File: src/rtl/tm_argmax_stream.sv
// Streaming argmax over LANES-wide beats of signed class sums.
// Emits winning index, sum, best-minus-second margin and tie flag per frame.
module tm_argmax_stream #(
    parameter int CLASS_NUM              = 10,
    parameter int WEIGHT_LENGTH          = 14,
    parameter int LANES                  = 2,
    parameter int C_M00_AXIS_TDATA_WIDTH = 64,
    localparam int INDEX_LENGTH =
        (CLASS_NUM > 2) ? $clog2(CLASS_NUM) : 1,
    localparam int BEATS = (CLASS_NUM + LANES - 1) / LANES
) (
    input  logic                              clk,
    input  logic                              rst_n,
    input  logic                              flush,
    input  logic                              s_valid,
    output logic                              s_ready,
    input  logic [LANES*WEIGHT_LENGTH-1:0]    s_data,
    output logic                              m_valid,
    input  logic                              m_ready,
    output logic [INDEX_LENGTH-1:0]           m_index,
    output logic [WEIGHT_LENGTH-1:0]          m_max,
    output logic [WEIGHT_LENGTH:0]            m_margin,
    output logic                              m_tie,
    output logic [C_M00_AXIS_TDATA_WIDTH-1:0] y
);

    localparam int W  = WEIGHT_LENGTH;
    localparam int IL = INDEX_LENGTH;
    localparam int BW = (BEATS > 1) ? $clog2(BEATS) : 1;

    logic [BW-1:0]       beat_cnt;
    logic [BW-1:0]       beat_cnt_nxt;
    logic                accept;
    logic                last;

    logic signed [W-1:0] run_best;
    logic signed [W-1:0] run_sec;
    logic [IL-1:0]       run_idx;
    logic                run_sec_v;

    logic signed [W-1:0] lane;
    logic signed [W-1:0] bt_best;
    logic signed [W-1:0] bt_sec;
    logic [IL-1:0]       bt_idx;
    logic                bt_best_v;
    logic                bt_sec_v;

    logic signed [W-1:0] nx_best;
    logic signed [W-1:0] nx_sec;
    logic [IL-1:0]       nx_idx;
    logic                nx_sec_v;
    logic [W:0]          margin_nxt;

    assign s_ready = !(m_valid && !m_ready);
    assign accept  = s_valid && s_ready && !flush;
    assign last    = (beat_cnt == BW'(BEATS - 1));

    // Lanes scanned in ascending class order, so strict > keeps lowest index.
    always_comb begin
        lane      = '0;
        bt_best   = '0;
        bt_sec    = '0;
        bt_idx    = '0;
        bt_best_v = 1'b0;
        bt_sec_v  = 1'b0;
        for (int k = 0; k < LANES; k++) begin
            if (int'(beat_cnt) * LANES + k < CLASS_NUM) begin
                lane = s_data[k*W +: W];
                if (!bt_best_v || lane > bt_best) begin
                    bt_sec    = bt_best;
                    bt_sec_v  = bt_best_v;
                    bt_best   = lane;
                    bt_idx    = IL'(int'(beat_cnt) * LANES + k);
                    bt_best_v = 1'b1;
                end else if (!bt_sec_v || lane > bt_sec) begin
                    bt_sec   = lane;
                    bt_sec_v = 1'b1;
                end
            end
        end
    end

    // Running pair always precedes the beat in class order.
    always_comb begin
        nx_best  = bt_best;
        nx_idx   = bt_idx;
        nx_sec   = bt_sec;
        nx_sec_v = bt_sec_v;
        if (beat_cnt != '0) begin
            nx_best  = run_best;
            nx_idx   = run_idx;
            nx_sec   = run_sec;
            nx_sec_v = run_sec_v;
            if (bt_best > nx_best) begin
                nx_sec   = nx_best;
                nx_sec_v = 1'b1;
                nx_best  = bt_best;
                nx_idx   = bt_idx;
            end else if (!nx_sec_v || bt_best > nx_sec) begin
                nx_sec   = bt_best;
                nx_sec_v = 1'b1;
            end
            if (bt_sec_v && (!nx_sec_v || bt_sec > nx_sec)) begin
                nx_sec   = bt_sec;
                nx_sec_v = 1'b1;
            end
        end
    end

    assign margin_nxt = {nx_best[W-1], nx_best} - {nx_sec[W-1], nx_sec};

    always_comb begin
        beat_cnt_nxt = beat_cnt;
        if (flush) begin
            beat_cnt_nxt = '0;
        end else if (accept) begin
            beat_cnt_nxt = last ? '0 : beat_cnt + 1'b1;
        end
    end

    always_ff @(posedge clk or negedge rst_n) begin
        if (!rst_n) begin
            beat_cnt  <= '0;
            run_best  <= '0;
            run_sec   <= '0;
            run_idx   <= '0;
            run_sec_v <= 1'b0;
            m_valid   <= 1'b0;
            m_index   <= '0;
            m_max     <= '0;
            m_margin  <= '0;
            m_tie     <= 1'b0;
        end else begin
            beat_cnt <= beat_cnt_nxt;
            if (accept) begin
                run_best  <= nx_best;
                run_sec   <= nx_sec;
                run_idx   <= nx_idx;
                run_sec_v <= nx_sec_v;
            end
            if (accept && last) begin
                m_valid  <= 1'b1;
                m_index  <= nx_idx;
                m_max    <= nx_best;
                m_margin <= margin_nxt;
                m_tie    <= (margin_nxt == '0);
            end else if (m_ready) begin
                m_valid <= 1'b0;
            end
        end
    end

    assign y = {{(C_M00_AXIS_TDATA_WIDTH-IL){1'b0}}, m_index};

endmodule
File: config.mk
export PLATFORM = sky130hd
export DESIGN_NAME = tm_argmax_stream
export DESIGN_NICKNAME = d
export VERILOG_FILES = /design/src/rtl/tm_argmax_stream.sv
export SDC_FILE = /design/constraint.sdc
export NUM_CORES = 1
export LEC_CHECK = 0
export CORE_MARGIN = 10
export CORE_UTILIZATION = 48
export CTS_CLUSTER_SIZE = 28
export DETAILED_ROUTE_END_ITERATION = 12
export PLACE_DENSITY = 0.78
export SYNTH_ARGS = -nofsm -noshare
export SYNTH_HDL_FRONTEND = slang
export SYNTH_SLANG_ARGS = --single-unit
File: constraint.sdc
create_clock -name clk -period 8.9 [get_ports clk]
set_input_delay 1.335 -clock clk [delete_from_list [all_inputs] [get_ports clk]]
set_output_delay 1.335 -clock clk [all_outputs]
set_load 0.03 [all_outputs]
==> out/results.ini <==
[synth]
synthTopCellsByCount=165 x nand2_1, 74 x a21oi_1, 73 x o21ai_0, 71 x dfrtp_1, 68 x ha_1
synth.avg_cell_area_sq_um=7.69
ys.flop_type=dfrtp_1
synth_cell_types=67
synth_edf_count=0
ys_warn_count=0
yosys.area.top_type=dfrtp_1
async_flop_share=1.00
synth_area_sq_mm=0.00668
synth.top_cells.by_area=dfrtp_1 27%, ha_1 13%, nand2_1 9.3%
seq_area_frac_synth=0.266
syn_inst=869
yosysMostFrequentCell=nand2_1
synth_top_area_share=0.266
ys_ff_latch=71

[detailed_routing]
ant_nets=0
drt-total-wl_microns=25400
drc=0
via_per_inst=5.78
drtIter0Drc=744
firstDrtPassIters=10
routedWlPerCell_microns=19.5
vias=7520

[timing]
hold_viol_final=0
max_freq_mhz=111
worst_slack_ps=-112
setup_viol=2
tns_ps=-147
worstMarginPinSlew_ps=977
maxSlewHeadroom=0.348
slew_viol_final=0
min_period_ps=9010
post-route-period-util=1.01
rsz0062_at_grt=yes
hold_ws_ps=465
worst_clock_skew_ps=9.34

[die]
die_x_microns=138
die_h_microns=138
core_sq_mm=0.0138
placementRows=43
dieArea_sq_mm=0.0190
io_pins=133
start_util=0.485

[critical_path]
r2r-start=beat_cnt[1]$_DFFE_PN0P_
required_ps=9170
ff2ff_setup_slack_ps=-10
path_max_fanout=7
critPathBufInv=5
path_delay_family=compound AO/OA/AOI/OAI gates
crit_path_max_incr_delay_ps=460
cp_slowest_cell=or3_4
cp-start-kind=primary input
critPathLaunch=s_data[3]
path_class=primary input to flip-flop
cp.arrival_ps=9280
endpoint_kind=flip-flop

[grt]
grt_pass1_wl_microns=35900
grtUsageTotal=0.224
antenna_found_initial=0
grt_max_degree=72
globalRouteOverflowTotal=0
grt_pass1_vias=7008

[clocking]
cts.sinks=71
cts_max_level=3
clock_latency_ps=340
clk_pin_slew_worst_paths_ps=50
cts_max_path_buffers=2
cts_root_buffer=clkbuf_16
cts_tree=built
cts_made_buffers=9

[min_path]
holdCritPathClass=flip-flop to flip-flop
holdCritStartpoint=m_margin[13]$_DFFE_PN0P_

[placed_design]
pre_cts_ws_ps=-722
place_hpwl_microns=16900
dp_cells=1236
place_congestion=0.991
port-buffer-count=72

[layout]
diodes=0
drive_gt1_frac=0.325
syn_to_final_growth_pct=52.0
final_cells=1302
final_nets=1220
num-fill-cells=953

[power_and_ir_drop]
ir_worst_vdd_uv=177
power_mw=3.07
p_per_area_mw_per_mm2=302
cellLeakagePower_nw=4.89

[status]
status=finished, violations left
violations=setup timing

[job]
drv_cap=0

## through the flow
stage          utilization  cell area (sq um)
4_1_cts              0.683               9410
3_3_place_gp         0.620               8540
3_5_place_dp         0.620               8540
6_report             0.738              10200
5_1_grt              0.738              10200
2_1_floorplan            -               7070
## placed cells by master (no fill, tap or decap), drive strengths merged, types with 3 or more instances in the layout
cell type      instances
clkdlybuf4s50         43
a21boi                 3
conb                  60
a32o                   3
o211ai                 6
xor2                   4
buf                  205
nor2                  58
and2                   5
a31oi                  6
o21a                  21
inv                   54
mux2i                  5
nor2b                  5
nand2                165
bufinv                 3
nand4                 10
dfrtp                 71
nand3                 16
nor3                  14
nand2b                 7
o31a                   3
maj3                   3
a2111oi                6
ha                    68
a21o                  12
clkbuf                15
or2                    3
xnor2                  9
a211oi                 7
o31ai                  9
o21ai                 76
a21oi                 74
nor4                   5
or3                    7
mux2                  11
dlymetal6s2s          25
## worst reg2reg max path, delay by kind of cell (launching register included)
family | cells | cell delay [ps]
simple gates | 12 | 3040
fa+ha+maj | 4 | 1100
mux | 3 | 980
buf+inv | 4 | 670
compound gates | 14 | 2600
flops | 1 | 440
## path summary, 6_finish.rpt
kind | endpoint | depth (start not counted)
max | m_tie$_DFFE_PN0P_ | 38
min | m_margin[13]$_DFFE_PN0P_ | 2
max reg2reg | m_tie$_DFFE_PN0P_ | 37
min reg2reg | m_margin[13]$_DFFE_PN0P_ | 2
max in group asynchronous | run_best[9]$_DFFE_PN0P_ | 2
min in group asynchronous | m_index[0]$_DFFE_PN0P_ | 2
## state kept, by name (all words and copies together) (netlist names)
register	count
m_max	14
run_idx	4
run_sec_v	1
m_margin	15
run_best	14
m_tie	1
run_sec	14
m_index	4
m_valid	1
beat_cnt	3
## repair_timing
| item | 4_1_cts | 5_1_grt |
|---|---|---|
| gates resized for setup | 60 | 121 |
| cloned | 0 | 1 |
| pin swaps | 45 | 59 |
| endpoints found under the setup margin | 8 | 12 |
| buffers inserted | 30 | 25 |
| hold buffers | 0 | 0 |
| hold endpoints to repair | 0 | 0 |
## report_power, final
group,internal (mW),switching [mW],leakage [nW]
Sequential,0.380,0.0416,0.937
Combinational,1.06,1.16,3.78
Clock,0.288,0.140,0.169
## per-layer routing
metal,share of wire,vias up,wire [microns],global-route usage
li1,-,3409,-,-
met3,0.071,78,1810,0.0428
met5,0,-,0,0
met2,0.50,389,12700,0.383
met1,0.39,3644,9970,0.276
met4,0.034,0,868,0.0710
## final cells by class
type	count	area (sq um)	area share
Multi-Input combinational cell	706	5180	0.510
Timing Repair Buffer	276	2430	0.239
Sequential cell	71	1780	0.175
Clock buffer	12	256	0.0252
Tap cell	180	225	0.0222
Inverter	54	205	0.0202
Clock inverter	3	90.1	0.00886
## kinds of logic (layout without fill, tap and decap cells)
| family | after synthesis | in the layout | share of synthesized area |
|---|---|---|---|
| other cells | 1 | 60 | 0.000561 |
| fa+ha+maj | 72 | 72 | 0.135 |
| flops | 71 | 71 | 0.266 |
| compound gates | 243 | 243 | 0.234 |
| simple gates | 302 | 302 | 0.201 |
| buf+inv | 151 | 345 | 0.121 |
| xor+xnor | 13 | 13 | 0.0170 |
| mux | 16 | 16 | 0.0260 |
Note: power is estimated with default switching activity, not from simulation.
